===== config.mk =====
export PLATFORM = sky130hd
export DESIGN_NAME = risc16_bus_io
export DESIGN_NICKNAME = d
export VERILOG_FILES = /design/src/rtl/risc16_bus_io.sv
export SDC_FILE = /design/constraint.sdc
export NUM_CORES = 1
export LEC_CHECK = 0
export BUFFER_PORTS_ARGS = -buffer_cell sky130_fd_sc_hd__buf_2
export CORE_MARGIN = 3
export CORE_UTILIZATION = 52
export DETAILED_ROUTE_END_ITERATION = 7
export GPL_TIMING_DRIVEN = 0
export PLACE_DENSITY_LB_ADDON = 0.15
export SLEW_MARGIN = 20
export SYNTH_ARGS = -nofsm -noshare
export SYNTH_HDL_FRONTEND = slang
export SYNTH_SLANG_ARGS = --single-unit

===== constraint.sdc =====
create_clock -name clk -period 3 [get_ports clk]
set_clock_uncertainty 0.05 [all_clocks]
set_input_delay 0.45 -clock clk [delete_from_list [all_inputs] [get_ports clk]]
set_output_delay 0.45 -clock clk [all_outputs]
set_load 0.01 [all_outputs]

===== src/rtl/risc16_bus_io.sv =====
// risc16_bus_io -- memory-mapped I/O and bus steering for the risc16 core.
//
// Every core bus access is decoded. Addresses FFF0..FFFF (the I/O window)
// reach the on-block registers: GPIO out/in, a 16-bit timer with control,
// and a 4-entry byte transmit FIFO. All other addresses pass
// combinationally to external memory. The FIFO head is presented on a
// valid/ready byte stream toward a serial transmitter.
//
// Ports
//   clk, rst            system clock, asynchronous active-low reset
//   cpu_addr/wdata      core byte address and write data
//   cpu_oe/cpu_we       core read / write strobes
//   cpu_rdata           read data returned to the core (combinational)
//   mem_addr/wdata/oe/we, mem_rdata   external memory port
//   gpio_in/gpio_out    GPIO pins (gpio_in asynchronous)
//   tx_data/valid/ready byte stream to the serial transmitter
//
// Register map (select = cpu_addr[3:1], bit 0 ignored)
//   FFF0 GPIO_OUT R/W   FFF2 GPIO_IN R      FFF4 TIMER R/W
//   FFF6 TCTRL  b0 enable, b1 wrap (W1C)   FFF8 TXDATA W (push byte)
//   FFFA TXSTAT b0 full, b1 empty, b4:2 count, b5 overflow (W1C)
module risc16_bus_io (
  input  logic        clk,
  input  logic        rst,
  input  logic [15:0] cpu_addr,
  input  logic [15:0] cpu_wdata,
  input  logic        cpu_oe,
  input  logic        cpu_we,
  output logic [15:0] cpu_rdata,
  output logic [15:0] mem_addr,
  output logic [15:0] mem_wdata,
  input  logic [15:0] mem_rdata,
  output logic        mem_oe,
  output logic        mem_we,
  input  logic [15:0] gpio_in,
  output logic [15:0] gpio_out,
  output logic [7:0]  tx_data,
  output logic        tx_valid,
  input  logic        tx_ready
);

  localparam logic [11:0] IO_WINDOW = 12'hFFF;

  typedef enum logic [2:0] {
    REG_GPIO_OUT = 3'd0,
    REG_GPIO_IN  = 3'd1,
    REG_TIMER    = 3'd2,
    REG_TCTRL    = 3'd3,
    REG_TXDATA   = 3'd4,
    REG_TXSTAT   = 3'd5,
    REG_RSVD6    = 3'd6,
    REG_RSVD7    = 3'd7
  } reg_sel_e;

  logic     io_hit;
  logic     io_wr;
  reg_sel_e reg_sel;

  // State
  logic [15:0] gpio_out_q, gpio_out_d;
  logic [15:0] sync1_q, sync2_q;
  logic [15:0] timer_q, timer_d;
  logic        enable_q, enable_d;
  logic        wrap_q, wrap_d;
  logic        overflow_q, overflow_d;
  logic [1:0]  wr_ptr_q, wr_ptr_d;
  logic [1:0]  rd_ptr_q, rd_ptr_d;
  logic [2:0]  count_q, count_d;
  logic [7:0]  fifo_mem_q [4];

  // FIFO control
  logic fifo_full, fifo_empty;
  logic push, pop, push_ok;

  logic [15:0] io_rdata;

  // Decode and pass-through
  assign io_hit    = (cpu_addr[15:4] == IO_WINDOW);
  assign io_wr     = cpu_we & io_hit;
  assign reg_sel   = reg_sel_e'(cpu_addr[3:1]);

  assign mem_addr  = cpu_addr;
  assign mem_wdata = cpu_wdata;
  assign mem_oe    = cpu_oe & ~io_hit;
  assign mem_we    = cpu_we & ~io_hit;

  assign fifo_full  = (count_q == 3'd4);
  assign fifo_empty = (count_q == 3'd0);
  assign tx_valid   = ~fifo_empty;
  // Gate the head byte so tx_data is 0 whenever the FIFO holds nothing,
  // including straight out of reset.
  assign tx_data    = tx_valid ? fifo_mem_q[rd_ptr_q] : 8'h00;

  // A push while full is only accepted when a pop frees the head slot in
  // the same cycle; otherwise it is dropped and flagged as overflow.
  assign push    = io_wr & (reg_sel == REG_TXDATA);
  assign pop     = tx_valid & tx_ready;
  assign push_ok = push & (~fifo_full | pop);

  // Next-state logic
  always_comb begin
    // NOTE: every signal gets a default first so no path leaves it
    // unassigned, which would infer a latch.
    gpio_out_d = gpio_out_q;
    timer_d    = timer_q;
    enable_d   = enable_q;
    wrap_d     = wrap_q;
    overflow_d = overflow_q;
    wr_ptr_d   = wr_ptr_q + {1'b0, push_ok};
    rd_ptr_d   = rd_ptr_q + {1'b0, pop};
    count_d    = count_q + {2'b00, push_ok} - {2'b00, pop};

    if (io_wr && reg_sel == REG_GPIO_OUT) gpio_out_d = cpu_wdata;

    if (io_wr && reg_sel == REG_TCTRL) begin
      enable_d = cpu_wdata[0];
      if (cpu_wdata[1]) wrap_d = 1'b0;
    end

    // CPU write to TIMER overrides the increment. The wrap set is applied
    // after the clear above so it wins a same-cycle collision.
    if (io_wr && reg_sel == REG_TIMER) begin
      timer_d = cpu_wdata;
    end else if (enable_q) begin
      timer_d = timer_q + 16'd1;
      if (timer_q == 16'hFFFF) wrap_d = 1'b1;
    end

    if (io_wr && reg_sel == REG_TXSTAT && cpu_wdata[5]) overflow_d = 1'b0;
    if (push && fifo_full && !pop) overflow_d = 1'b1;
  end

  // Register file
  always_ff @(posedge clk or negedge rst) begin
    // NOTE: sequential state uses non-blocking assignments so every flop
    // samples pre-edge values regardless of statement order.
    if (!rst) begin
      gpio_out_q <= '0;
      sync1_q    <= '0;
      sync2_q    <= '0;
      timer_q    <= '0;
      enable_q   <= 1'b0;
      wrap_q     <= 1'b0;
      overflow_q <= 1'b0;
      wr_ptr_q   <= '0;
      rd_ptr_q   <= '0;
      count_q    <= '0;
    end else begin
      gpio_out_q <= gpio_out_d;
      sync1_q    <= gpio_in;
      sync2_q    <= sync1_q;
      timer_q    <= timer_d;
      enable_q   <= enable_d;
      wrap_q     <= wrap_d;
      overflow_q <= overflow_d;
      wr_ptr_q   <= wr_ptr_d;
      rd_ptr_q   <= rd_ptr_d;
      count_q    <= count_d;
    end
  end

  // NOTE: the FIFO storage is deliberately not reset; resetting the count
  // and pointers discards its contents, and tx_data is gated while empty.
  always_ff @(posedge clk) begin
    if (push_ok) fifo_mem_q[wr_ptr_q] <= cpu_wdata[7:0];
  end

  assign gpio_out = gpio_out_q;

  // Read path (combinational, not gated by cpu_oe)
  always_comb begin
    io_rdata = 16'h0000;
    case (reg_sel)
      REG_GPIO_OUT: io_rdata = gpio_out_q;
      REG_GPIO_IN:  io_rdata = sync2_q;
      REG_TIMER:    io_rdata = timer_q;
      REG_TCTRL:    io_rdata = {14'h0, wrap_q, enable_q};
      REG_TXSTAT:   io_rdata = {10'h0, overflow_q, count_q, fifo_empty, fifo_full};
      default:      io_rdata = 16'h0000;
    endcase
  end

  assign cpu_rdata = io_hit ? io_rdata : mem_rdata;

endmodule


# Word-level counts from Yosys, hierarchy flattened
# Memories as Yosys holds them, arrays and structs flattened.
# Index checks and enable logic that the tools add are counted.
[word_totals]
out_inout_bits = 75
reg_bits = 74
n_memories = 1
ram_bits = 32
word_cells = 60
inputBits = 69
[classes]
eq_ne = 8
n_addsub = 5
n_bitwise = 10
n_mux = 14
n_reduce_logical = 12
[mem_list]
columns = ["memory", "depth", "word_bits", "read_ports", "rd_clocked_by_memory_dff", "wr", "line", "text"]
rows = [
  ["fifo_mem_q", 4, 8, 1, 0, 1, "69", "logic [7:0] fifo_mem_q [4];"],
]
[op_table]
columns = ["cell", "n"]
rows = [
  ["$pmux 16 s5", 1],
  ["$mux 16", 3],
  ["$add 16x1->16 const B", 1],
  ["$eq 16x16->1 const B", 1],
  ["$eq 12x12->1 const B", 1],
  ["$eq 3x3->1 const B", 3],
  ["$mux 1", 9],
  ["$mux 8", 1],
  ["$logic_and 1x1->1", 7],
  ["$and 1x1->1", 6],
  ["$eq 3x2->1 const B", 2],
  ["$logic_not 3->1", 2],
  ["$add 2x1->2", 2],
  ["$reduce_bool 2->1", 2],
  ["$add 3x1->3", 1],
  ["$eq 3x1->1 const B", 1],
  ["$not 1->1", 3],
  ["$sub 3x1->3", 1],
  ["$logic_not 1->1", 1],
  ["$or 1x1->1", 1],
]

# Longest topological paths before layout
# Gate-level depths: netlist (run 1).
[logic_depth]
depth_word = 7
depth_mapped = 10
depth_no_buf = 10

# Worst setup path before layout (run 1)
# OpenSTA, ideal clock, no wires.
[synth_path]
kind = "input -> register"
start = "input port cpu_addr[6]"
end = "register count_q[2]"
path_stages = 10
slack_ns = 0.511
arrival_ns = 2.312
required_ns = 2.823
cell_sequence = "nand4_1 nor3_4 nand4b_1 ha_1 inv_1 ha_1 inv_1 fa_1 xnor2_1 xnor2_1"
[synth_via]
elab_chain_cells = 6
[synth_rtl]
columns = ["element", "line", "text"]
rows = [
  ["start, declared", "25", "input logic [15:0] cpu_addr,"],
  ["$eq 12x12->1", "78", "assign io_hit = (cpu_addr[15:4] == IO_WINDOW);"],
  ["$and 1x1->1", "79", "assign io_wr = cpu_we & io_hit;"],
  ["$and 1x1->1", "96", "assign push = io_wr & (reg_sel == REG_TXDATA);"],
  ["$and 1x1->1", "98", "assign push_ok = push & (~fifo_full | pop);"],
  ["$add 3x1->3", "111", "count_d = count_q + {2'b00, push_ok} - {2'b00, pop};"],
  ["$sub 3x1->3", "111", ""],
  ["net count_d[2]", "68", "logic [2:0] count_q, count_d;"],
  ["end signal, assigned", "158", "count_q <= count_d;"],
  ["end, declared", "68", ""],
]
# The timed path passes the listed nets, and every way through them passes these cells.
# A chain may end at the register's enable or synchronous reset.

# Worst setup path in the final report (run 1)
[layout_path]
start = "register count_q[1]"
end = "register count_q[2]"
[layout_via]
elab_chain_cells = 7
elab_cells_between_ends = 9
[layout_rtl]
columns = ["element", "line", "text"]
rows = [
  ["$logic_not 3->1", "88", "assign fifo_empty = (count_q == 3'd0);"],
  ["$not 1->1", "89", "assign tx_valid = ~fifo_empty;"],
  ["$and 1x1->1", "97", "assign pop = tx_valid & tx_ready;"],
  ["$or 1x1->1", "98", ""],
  ["$and 1x1->1", "98", ""],
  ["$add 3x1->3", "111", ""],
  ["$sub 3x1->3 (*)", "111", ""],
  ["net count_d[2]", "68", ""],
]
# Mark *: on every way through the listed nets, which the timed path passes. The rest lies on a longest branch.

==> results.cfg, run 1 <==
[worst_setup_path]
worstSetupStartpointType = flip-flop
critPathKind = reg -> reg
cp.required_ps = 3190
r2r_slack_ps = 340
cp_cell_sequence = nor3_1 > clkbuf_1 > nor2b_1 > ha_1 > inv_1 > ha_1 > inv_1 > fa_1 > xnor2_1 > xnor2_1
cp_slowest_stage_delay_ps = 480
arrival_ps = 2850
cp_slowest_cell = dfrtp_1
rr_startpoint = count_q[1]$_DFF_PN0_
r2r_cells = 10
critPathBufInv = 3
reg2reg_to = count_q[2]$_DFF_PN0_
crit_path_max_fanout = 10
cp_top_family = adder cells
critPathCaptureType = flip-flop

[yosys]
ys_types = 45
yosysWarnings = 0
synth_top_family_by_area = multiplexers
synthAdderAreaFrac_pct = 1.66
syn_nets = 471
syn-instance-count = 396
synth-simple-area-share_pct = 11.6
seq_area_frac_synth_pct = 56.5
synthesis.area_um2 = 4980
syn_area_per_cell_um2 = 12.6
synthXorXnorAreaFrac_pct = 3.34
synth_top_area_share_pct = 37.2
synth_area_leader_cell = dfrtp_1
synth.ff_latch_count = 106
synth_compound_gate_area_share_pct = 6.73
muxShareOfSynthArea_pct = 12.6
yosys-top-cells-area = dfrtp_1 37%, edfxtp_1 19%, buf_4 5.1%

[cts]
cts_num_sinks = 106
clockBufferDepth = 2
post_cts_buffers = 0
root_buffer = clkbuf_8
clock_latency_ps = 360
clk_pin_slew_ps = 90
htree_levels = 3
cts_resized = 0
cts_tree = yes
cts-hold-fix-buffers = 0
numCtsBuffers = 9

[grt]
grt_overflow = 0
antenna_found_initial = 0
grt_usage_pct = 21.1
grt_pass1_wl_um = 18300
first_global_vias = 3646
grt_max_degree = 40

[route]
vias = 3524
vias_per_cell = 5.16
postRouteAntennaNets = 0
drtIter0Drc = 133
drt_pass1_iterations = 4
drc = 0
drt_wl_total_um = 11300
routedWlPerCell_um = 16.5

[timing]
finalHoldViolCount = 1
final-setup-viol-count = 0
tightest_slew_ps = 806
rsz0062_at_grt = false
finalWorstPathRequiredPeriod_ps = 2660
slew_violations = 0
max_freq_ghz = 0.376
slew_headroom_pct = 46.1
min_period_over_period_pct = 88.7
fin_hold_ws_ps = -0.321
setup-tns-final_ps = 0

[pwr]
irDropWorstVdd_mv = 0.232
p_leak_nw = 2.83
pwr_density_cell_nw_per_um2 = 520

[run_status]
violations = negative hold slack
status = complete, but fails checks

[floorplan]
row_count = 35
die_w_um = 104
core_region_area_um2 = 9280
die-height_um = 104
die-area_um2 = 10800
start_util_pct = 53.6
io_pins = 144

[place]
io_buffers = 141
dp_cells = 667
place_area_um2 = 5880
place.gp.congestion = 0.832
dp_hpwl_um = 8380

[final_layout]
design_area_um2 = 6080
drive_above_1_share_pct = 43.1
finalNetCount = 624
area_delta_synth_final_pct = 22.0
fillers = 779
fin_cells = 683
utilization_pct = 65.4
diodes = 0

[flow_run]
cap_violations = 0

[min_path]
hold_class = in -> async
==> worst max path at each step <==
stage	cells past startpoint	from	to
final	10	count_q[1]$_DFF_PN0_	count_q[2]$_DFF_PN0_
after global routing	10	count_q[1]$_DFF_PN0_	count_q[2]$_DFF_PN0_
after CTS	10	count_q[1]$_DFF_PN0_	count_q[2]$_DFF_PN0_
after detailed placement	11	cpu_addr[6]	count_q[2]$_DFF_PN0_
after global placement	5	cpu_addr[6]	fifo_mem_q[1][6]$_DFFE_PP_
after floorplan	10	cpu_addr[6]	count_q[2]$_DFF_PN0_
==> layer usage <==
layer | part of all wire (%) | track usage (%) | up-vias
met3 | 3.6 | 3.48 | 6
met1 | 43 | 27.0 | 1753
met5 | 0 | 0 | -
li1 | - | - | 1681
met2 | 53 | 38.3 | 84
met4 | 0.69 | 3.99 | 0
==> sequential cells by signal, indices dropped and copies added (netlist names) <==
register    count
enable_q        1
overflow_q      1
wrap_q          1
count_q         3
wr_ptr_q        2
rd_ptr_q        2
gpio_out       16
fifo_mem_q     32
timer_q        16
sync2_q        16
sync1_q        16
==> worst register-to-register path, cell delays in order, from the launching register on <==
cell	delay, ps
dfrtp_1	480
nor3_1	310
clkbuf_1	410
nor2b_1	130
ha_1	310
inv_1	50
ha_1	130
inv_1	50
fa_1	370
xnor2_1	140
xnor2_1	120
==> synth_stat cells, drive strengths merged <==
| library cell | instances |
|---|---|
| dfrtp | 74 |
| buf | 44 |
| nand2 | 33 |
| edfxtp | 32 |
| mux2 | 21 |
| nor2 | 20 |
| o21ai | 17 |
| mux2i | 15 |
| a21oi | 14 |
| nor2b | 13 |
| nand4 | 11 |
| xnor2 | 11 |
| o31ai | 10 |
| clkbuf | 9 |
| mux4 | 9 |
| xor2 | 8 |
| inv | 7 |
| nor4 | 7 |
| nor3 | 6 |
| ha | 5 |
| nand3 | 5 |
| o2bb2ai | 5 |
| a22oi | 4 |
| and2 | 3 |
| nor3b | 2 |
| a221oi | 1 |
| a22o | 1 |
| a31oi | 1 |
| and3 | 1 |
| fa | 1 |
| nand2b | 1 |
| nand4b | 1 |
| nand4bb | 1 |
| nor4b | 1 |
| o21bai | 1 |
| or3 | 1 |
==> cell families (layout without fill, tap and decap cells) <==
family          Yosys count  count (layout)
flops                   106             106
mux                      45              45
simple gates            106             106
buf+inv                  60             218
xor+xnor                 19              19
compound gates           54              54
fa+ha+maj                 6               6
==> power by group <==
part / switching (mW) / leakage [nW] / internal [mW]
Sequential: 0.0498 / 1.16 / 1.55
Combinational: 0.345 / 1.57 / 0.351
Clock: 0.478 / 0.0909 / 0.383
Total: 0.873 / 2.83 / 2.28
==> stage by stage <==
step	power, mW	hold slack (ps)	worst slack [ps]
after global routing	3.32	20.8	129
after detailed placement	2.34	285	4.68
after floorplan	2.07	104	511
after global placement	2.32	283	-10.6
final	3.16	-0.321	339
after CTS	3.19	7.88	296
==> layout make-up <==
cell class | count | area (um^2) | share of cell area, %
Clock buffer | 9 | 124 | 2.04
Inverter | 7 | 26.3 | 0.432
Timing Repair Buffer | 142 | 728 | 12.0
Multi-Input combinational cell | 230 | 1800 | 29.7
Sequential cell | 106 | 2810 | 46.3
Buffer | 53 | 352 | 5.79
Clock inverter | 7 | 67.6 | 1.11
Tap cell | 129 | 161 | 2.66
==> placed cells by master (no fill, tap or decap), types with 2 or more instances in the layout <==
master | synthesis | layout
nor2_1 | 20 | 20
xnor2_1 | 11 | 11
nand2_1 | 33 | 33
o21ai_0 | 15 | 15
mux4_2 | 9 | 9
buf_2 | 8 | 148
nand4_1 | 9 | 9
clkbuf_8 | 0 | 9
buf_4 | 34 | 35
nor4_2 | 2 | 2
xor2_1 | 8 | 8
clkinv_1 | 0 | 2
o31ai_1 | 10 | 10
clkbuf_1 | 9 | 9
ha_1 | 5 | 5
nor4_1 | 5 | 5
edfxtp_1 | 32 | 32
buf_6 | 2 | 2
and2_1 | 2 | 2
dfrtp_1 | 74 | 74
mux2_2 | 11 | 11
o21ai_1 | 2 | 2
a22oi_1 | 4 | 4
o2bb2ai_1 | 5 | 5
nand4_2 | 2 | 2
nand3_1 | 4 | 4
nor3b_2 | 0 | 2
a21oi_1 | 14 | 14
nor2b_1 | 13 | 13
inv_1 | 7 | 7
mux2i_1 | 15 | 15
nor3_1 | 5 | 4
mux2_4 | 10 | 10
(Power assumes the default switching activity.)
==> run 2: changes to the inputs <==
--- a/config.mk
+++ b/config.mk
@@ -6,11 +6,12 @@
 export NUM_CORES = 1
 export LEC_CHECK = 0
 export BUFFER_PORTS_ARGS = -buffer_cell sky130_fd_sc_hd__buf_2
+export CORE_ASPECT_RATIO = 1.1
 export CORE_MARGIN = 3
 export CORE_UTILIZATION = 52
 export DETAILED_ROUTE_END_ITERATION = 7
 export GPL_TIMING_DRIVEN = 0
-export PLACE_DENSITY_LB_ADDON = 0.15
+export PLACE_DENSITY = 0.8
 export SLEW_MARGIN = 20
 export SYNTH_ARGS = -nofsm -noshare
 export SYNTH_HDL_FRONTEND = slang
==> run 2 against run 1 <==
The run now ends clean. Hold slack improved by 120 ps. First-iteration DRC count increased by 47%. Clock power decreased by 2.9%. Global-route usage increased by 0.37 points. Cell count decreased by 2.0%. Count of clock-buffer cells in the layout increased by 1. Critical path type unchanged. Critical endpoint unchanged.
==> results.cfg, run 2 (synthesis gave the netlist of run 1 again) <==
[route]
routedWlPerCell_um = 16.7
wl_met3_um = 569
drt_wl_total_um = 11200
vias = 3549
wl_met1_um = 4510
drtIter0Drc = 196
drt_pass1_iterations = 4
routed.top_layer = met4
route.met2.wl_um = 5920
postRouteAntennaNets = 0
vias_per_cell = 5.30
drc = 0

[timing]
slew_violations = 0
max_freq_ghz = 0.361
setup-tns-final_ps = 0
finalWorstPathRequiredPeriod_ps = 2770
fin_hold_ws_ps = 119
final-setup-viol-count = 0
tightest_slew_ps = 746
finalHoldViolCount = 0
min_period_over_period_pct = 92.3
slew_headroom_pct = 50.1
rsz0062_at_grt = false

[cts]
root_buffer = clkbuf_8
cts_num_sinks = 106
clk_pin_slew_ps = 110
cts_resized = 0
numCtsBuffers = 9
htree_levels = 3
clock_latency_ps = 380
clockBufferDepth = 2
cts_tree = yes

[pwr]
p_leak_nw = 2.84
irDropWorstVdd_mv = 0.215
pwr_density_cell_nw_per_um2 = 518
p_int_mw = 2.23
fin_total_pwr_mw = 3.14
pwr-share-comb_pct = 22.4
power_frac_seq_pct = 51.0
power_switching_mw = 0.916
p_sw_share_pct = 29.1
power.share.clock_pct = 26.6

[worst_setup_path]
arrival_ps = 3020
reg2reg_to = count_q[2]$_DFF_PN0_
crit_path_max_fanout = 10
r2r_cells = 10
crit_start = count_q[1]$_DFF_PN0_
critPathCaptureType = flip-flop
critPathKind = reg -> reg
r2r_slack_ps = 230
crit_end = count_q[2]$_DFF_PN0_
cp.required_ps = 3250
rr_startpoint = count_q[1]$_DFF_PN0_
worstSetupStartpointType = flip-flop

[final_layout]
mostFrequentLayoutCells = 148 x buf_2, 74 x dfrtp_1, 35 x buf_4
largest-register = fifo_mem_q
drive_above_1_share_pct = 43.2
final_common_cell = buf_2
largest_reg_flops = 32
diodes = 0
multi_input_comb_area_um2 = 1800
ff_latch_area_um2 = 2810
fillers = 698
finalNetCount = 625
area_delta_synth_final_pct = 21.9

[min_path]
hold_class = in -> reg
whs_path_depth = 1

[grt]
antenna_found_initial = 0
grt_pass1_wl_um = 17900
grt_max_degree = 57
first_global_vias = 3607
grt_overflow = 0
grt_usage_pct = 21.5

[floorplan]
die-height_um = 109
io_pins = 144
core_region_area_um2 = 9100
die_w_um = 99.3
start_util_pct = 54.7
die-area_um2 = 10800
row_count = 36

[place]
io_buffers = 141
dp_hpwl_um = 8460
place.gp.congestion = 0.868

[flow_run]
cap_violations = 0

[run_status]
status = complete, no violations
-- run 2: worst min path at each step --
stage	to	start	slack, ps
2_1_floorplan	count_q[0]$_DFF_PN0_	rst	100
3_3_place_gp	sync2_q[14]$_DFF_PN0_	sync1_q[14]$_DFF_PN0_	280
3_5_place_dp	sync2_q[0]$_DFF_PN0_	sync1_q[0]$_DFF_PN0_	280
4_1_cts	sync1_q[7]$_DFF_PN0_	gpio_in[7]	110
5_1_grt	sync1_q[5]$_DFF_PN0_	gpio_in[5]	110
6_report	sync1_q[13]$_DFF_PN0_	gpio_in[13]	120
-- run 2: power groups by stage --
stage	Combinational, mW	Clock [mW]	Sequential [mW]
finish	0.705	0.836	1.60
global placement	0.676	0	1.63
global route	0.776	0.916	1.61
CTS	0.720	0.852	1.60
detailed placement	0.719	0	1.63
floorplan	0.453	0	1.62
-- run 2: metrics by stage --
stage / utilization (%) / cell area (um^2) / instances / worst slack, ps
6_report: 66.7 / 6070 / 669 / 232
5_1_grt: 66.7 / 6070 / 669 / 39.9
4_1_cts: 66.6 / 6060 / 669 / 233
3_5_place_dp: 64.4 / 5860 / 652 / -17.9
3_3_place_gp: 64.1 / 5830 / 651 / 81.8
2_1_floorplan: - / 4980 / 396 / 511
-- run 2: final cells by class --
class / instances / share of cell area, %
multi-input combinational: 230 / 29.7
tap: 114 / 2.35
clock buffer: 10 / 2.10
buffer: 53 / 5.79
inverter: 7 / 0.433
sequential: 106 / 46.4
timing repair buffer: 143 / 12.3
clock inverter: 6 / 0.948
-- run 2: repair_timing --
item / in CTS / in global routing
hold buffers: 1 / 0
endpoints found under the hold margin: 18 / 0
setup buffers: 0 / 0
-- run 2: worst max-delay path, cell delays in order (launching register included) --
cell	delay (ps)
dfrtp_1	480
nor3_1	290
clkbuf_1	420
nor2b_1	140
ha_1	310
inv_1	60
ha_1	140
inv_1	50
fa_1	380
xnor2_1	220
xnor2_1	160
-- run 2: metal layers --
metal  vias up  track usage, %
met3        18            3.01
met5         -               0
li1       1691               -
met1      1720            26.2
met4         0            7.22
met2       120            39.3
==> run 3: changes to the inputs <==
--- a/config.mk
+++ b/config.mk
@@ -5,13 +5,15 @@
 export SDC_FILE = /design/constraint.sdc
 export NUM_CORES = 1
 export LEC_CHECK = 0
+export ABC_AREA = 1
 export BUFFER_PORTS_ARGS = -buffer_cell sky130_fd_sc_hd__buf_2
 export CORE_ASPECT_RATIO = 1.1
 export CORE_MARGIN = 3
 export CORE_UTILIZATION = 52
+export CTS_CLUSTER_DIAMETER = 50
 export DETAILED_ROUTE_END_ITERATION = 7
 export GPL_TIMING_DRIVEN = 0
-export PLACE_DENSITY = 0.8
+export PLACE_DENSITY = 0.79
 export SLEW_MARGIN = 20
 export SYNTH_ARGS = -nofsm -noshare
 export SYNTH_HDL_FRONTEND = slang
==> run 3 against run 2 <==
Cell count increased by 30%. Clock power fell by 3.3%. Non-clock buffer count increased by 1. Register-to-register slack improved by 150 ps. Combinational power increased by 11%. Critical endpoint unchanged.
==> results.cfg, run 3 <==
[timing]
min_period_over_period_pct = 87.3
tightest_slew_ps = 759
setup-tns-final_ps = 0
slew_violations = 0
final-setup-viol-count = 0
slew_headroom_pct = 49.2
max_freq_ghz = 0.382
rsz0062_at_grt = false
finalHoldViolCount = 0
finalWorstPathRequiredPeriod_ps = 2620

[worst_setup_path]
crit_path_max_fanout = 10
reg2reg_to = count_q[2]$_DFF_PN0_
worstSetupStartpointType = flip-flop
cp.required_ps = 3240
cp_top_family = adder cells
arrival_ps = 2860
r2r_cells = 11
cp_slowest_cell = dfrtp_1
cp_slowest_stage_delay_ps = 460
r2r_slack_ps = 380
critPathCaptureType = flip-flop
critPathKind = reg -> reg
cp_cell_sequence = nor2_1 > inv_1 > nor2_1 > clkbuf_1 > nor2_1 > ha_1 > inv_1 > ha_1 > inv_1 > fa_1 > xnor2_1
rr_startpoint = count_q[1]$_DFF_PN0_
crit_start = count_q[1]$_DFF_PN0_
critPathBufInv = 4

[pwr]
pwr_density_cell_nw_per_um2 = 507
fin_total_pwr_mw = 3.18
irDropWorstVdd_mv = 0.260
p_int_mw = 2.18
power_frac_seq_pct = 50.0
p_sw_share_pct = 31.5
pwr-share-comb_pct = 24.6
power.share.clock_pct = 25.4
power_switching_mw = 1.00
p_leak_nw = 3.09

[yosys]
ys_types = 32
synth_top_area_share_pct = 35.7
synthesis.area_um2 = 5190
seq_area_frac_synth_pct = 54.2
yosys-top-cells-area = dfrtp_1 36%, edfxtp_1 19%, nand2_1 12%
async_flop_share_pct = 69.8
syn_nets = 670
syn-instance-count = 595
synth-edff-count = 32
synth_commonest_cells = 164 x nand2_1, 74 x dfrtp_1, 64 x nand3_1
syn_area_per_cell_um2 = 8.72
yosysMostFrequentCell = nand2_1
synth_area_leader_cell = dfrtp_1
ys.flop_type = dfrtp_1
yosysWarnings = 0
synth.ff_latch_count = 106

[final_layout]
diodes = 0
mostFrequentLayoutCells = 164 x nand2_1, 152 x buf_2, 74 x dfrtp_1
drive_above_1_share_pct = 29.1
utilization_pct = 65.7
largest_reg_flops = 32
area_delta_synth_final_pct = 20.8
design_area_um2 = 6270
largest-register = fifo_mem_q
final_common_cell = nand2_1
finalNetCount = 825

[cts]
htree_levels = 3
clockBufferDepth = 2
clk_pin_slew_ps = 100
numCtsBuffers = 9
cts_tree = yes
cts_num_sinks = 106
post_cts_buffers = 0
root_buffer = clkbuf_8
clock_latency_ps = 370

[route]
vias_per_cell = 5.19
vias = 4524
drt_pass1_iterations = 5
drc = 0
routedWlPerCell_um = 14.9
drt_wl_total_um = 13000
drtIter0Drc = 247
postRouteAntennaNets = 0

[floorplan]
start_util_pct = 54.4
die-area_um2 = 11200
io_pins = 144
core_region_area_um2 = 9540
die-height_um = 111
row_count = 37
die_w_um = 101

[min_path]
min_to = sync1_q[2]$_DFF_PN0_
hold_class = in -> reg
hp-start = gpio_in[2]
whs_path_depth = 1

[grt]
grt_pass1_wl_um = 21700
grt_max_degree = 41
antenna_found_initial = 0
first_global_vias = 4483
grt_overflow = 0
grt_usage_pct = 24.1

[place]
place.gp.congestion = 0.883
dp_hpwl_um = 10200
io_buffers = 142
place_area_um2 = 6070

[flow_run]
cap_violations = 0

[run_status]
status = complete, no violations
## run 3: cell count changes in the layout (fill, tap and decap cells not counted), moves of 11 or more
cell,change
mux2i_1,-15
o21ai_0,+24
nor2_1,+35
nand3_1,+60
nor2b_1,-13
mux2_2,-11
nand2_1,+131
inv_1,+33
## run 3: layer usage
metal  GRT usage [%]  up-vias  share of wire [%]
met5               0        -                  0
met4            8.16        0                1.8
met3            3.34       22                6.2
met2            41.3      169                 51
met1            31.2     2115                 41
li1                -     2218                  -
## run 3: per-stage QoR
step / instances / hold WS [ps] / setup slack (ps)
after detailed placement: 855 / 286 / 318
final: 872 / 126 / 380
after global placement: 854 / 283 / 432
after floorplan: 595 / 104 / 739
after global routing: 872 / 122 / 149
after CTS: 872 / 123 / 352
## run 3: power by group through the flow
stage	sequential, mW	combinational [mW]	clock, mW
finish	1.59	0.781	0.808
global route	1.60	0.899	0.881
CTS	1.59	0.791	0.821
floorplan	1.61	0.485	0
global placement	1.62	0.752	0
detailed placement	1.62	0.786	0
## run 3: worst reg2reg max path: cells and delay by family, from the launching register on
family / cells / cell delay [ps]
buffers and inverters: 4 / 590
adders and majority gates: 3 / 810
xor gates and xnor gates: 1 / 180
and+or+nand+nor: 3 / 450
DFF: 1 / 460
## run 3: worst max-delay path by stage
| stage | slack, ps | to | cells after the start |
|---|---|---|---|
| 2_1_floorplan | 740 | count_q[2]$_DFF_PN0_ | 11 |
| 3_3_place_gp | 430 | fifo_mem_q[3][3]$_DFFE_PP_ | 7 |
| 3_5_place_dp | 320 | fifo_mem_q[3][3]$_DFFE_PP_ | 7 |
| 4_1_cts | 350 | count_q[2]$_DFF_PN0_ | 11 |
| 5_1_grt | 150 | count_q[2]$_DFF_PN0_ | 11 |
| 6_report | 380 | count_q[2]$_DFF_PN0_ | 11 |
## run 3: layout make-up
cell class | instances | area (um^2)
Sequential cell | 106 | 2810
Clock buffer | 10 | 128
Tap cell | 117 | 146
Clock inverter | 6 | 51.3
Buffer | 53 | 348
Inverter | 43 | 161
Fill cell | 782 | 3270
Multi-Input combinational cell | 393 | 1880
Timing Repair Buffer | 144 | 743
## run 3: cell families (layout without fill, tap and decap cells)
kind of cell             after synthesis  after routing  share of synthesized area [%]
AO/OA/AOI/OAI                         68             68                           6.80
adder cells (fa/ha/maj)                6              6                           1.59
AND/OR/NAND/NOR                      307            307                           25.6
buffers and inverters                 96            256                           9.81
flip-flops                           106            106                           54.2
XOR/XNOR                              12             12                           2.02
## run 3: what timing repair did
item / CTS / global route
endpoints found under the hold margin: 34 / 0
hold buffers: 1 / 0
gates resized for setup: 0 / 0
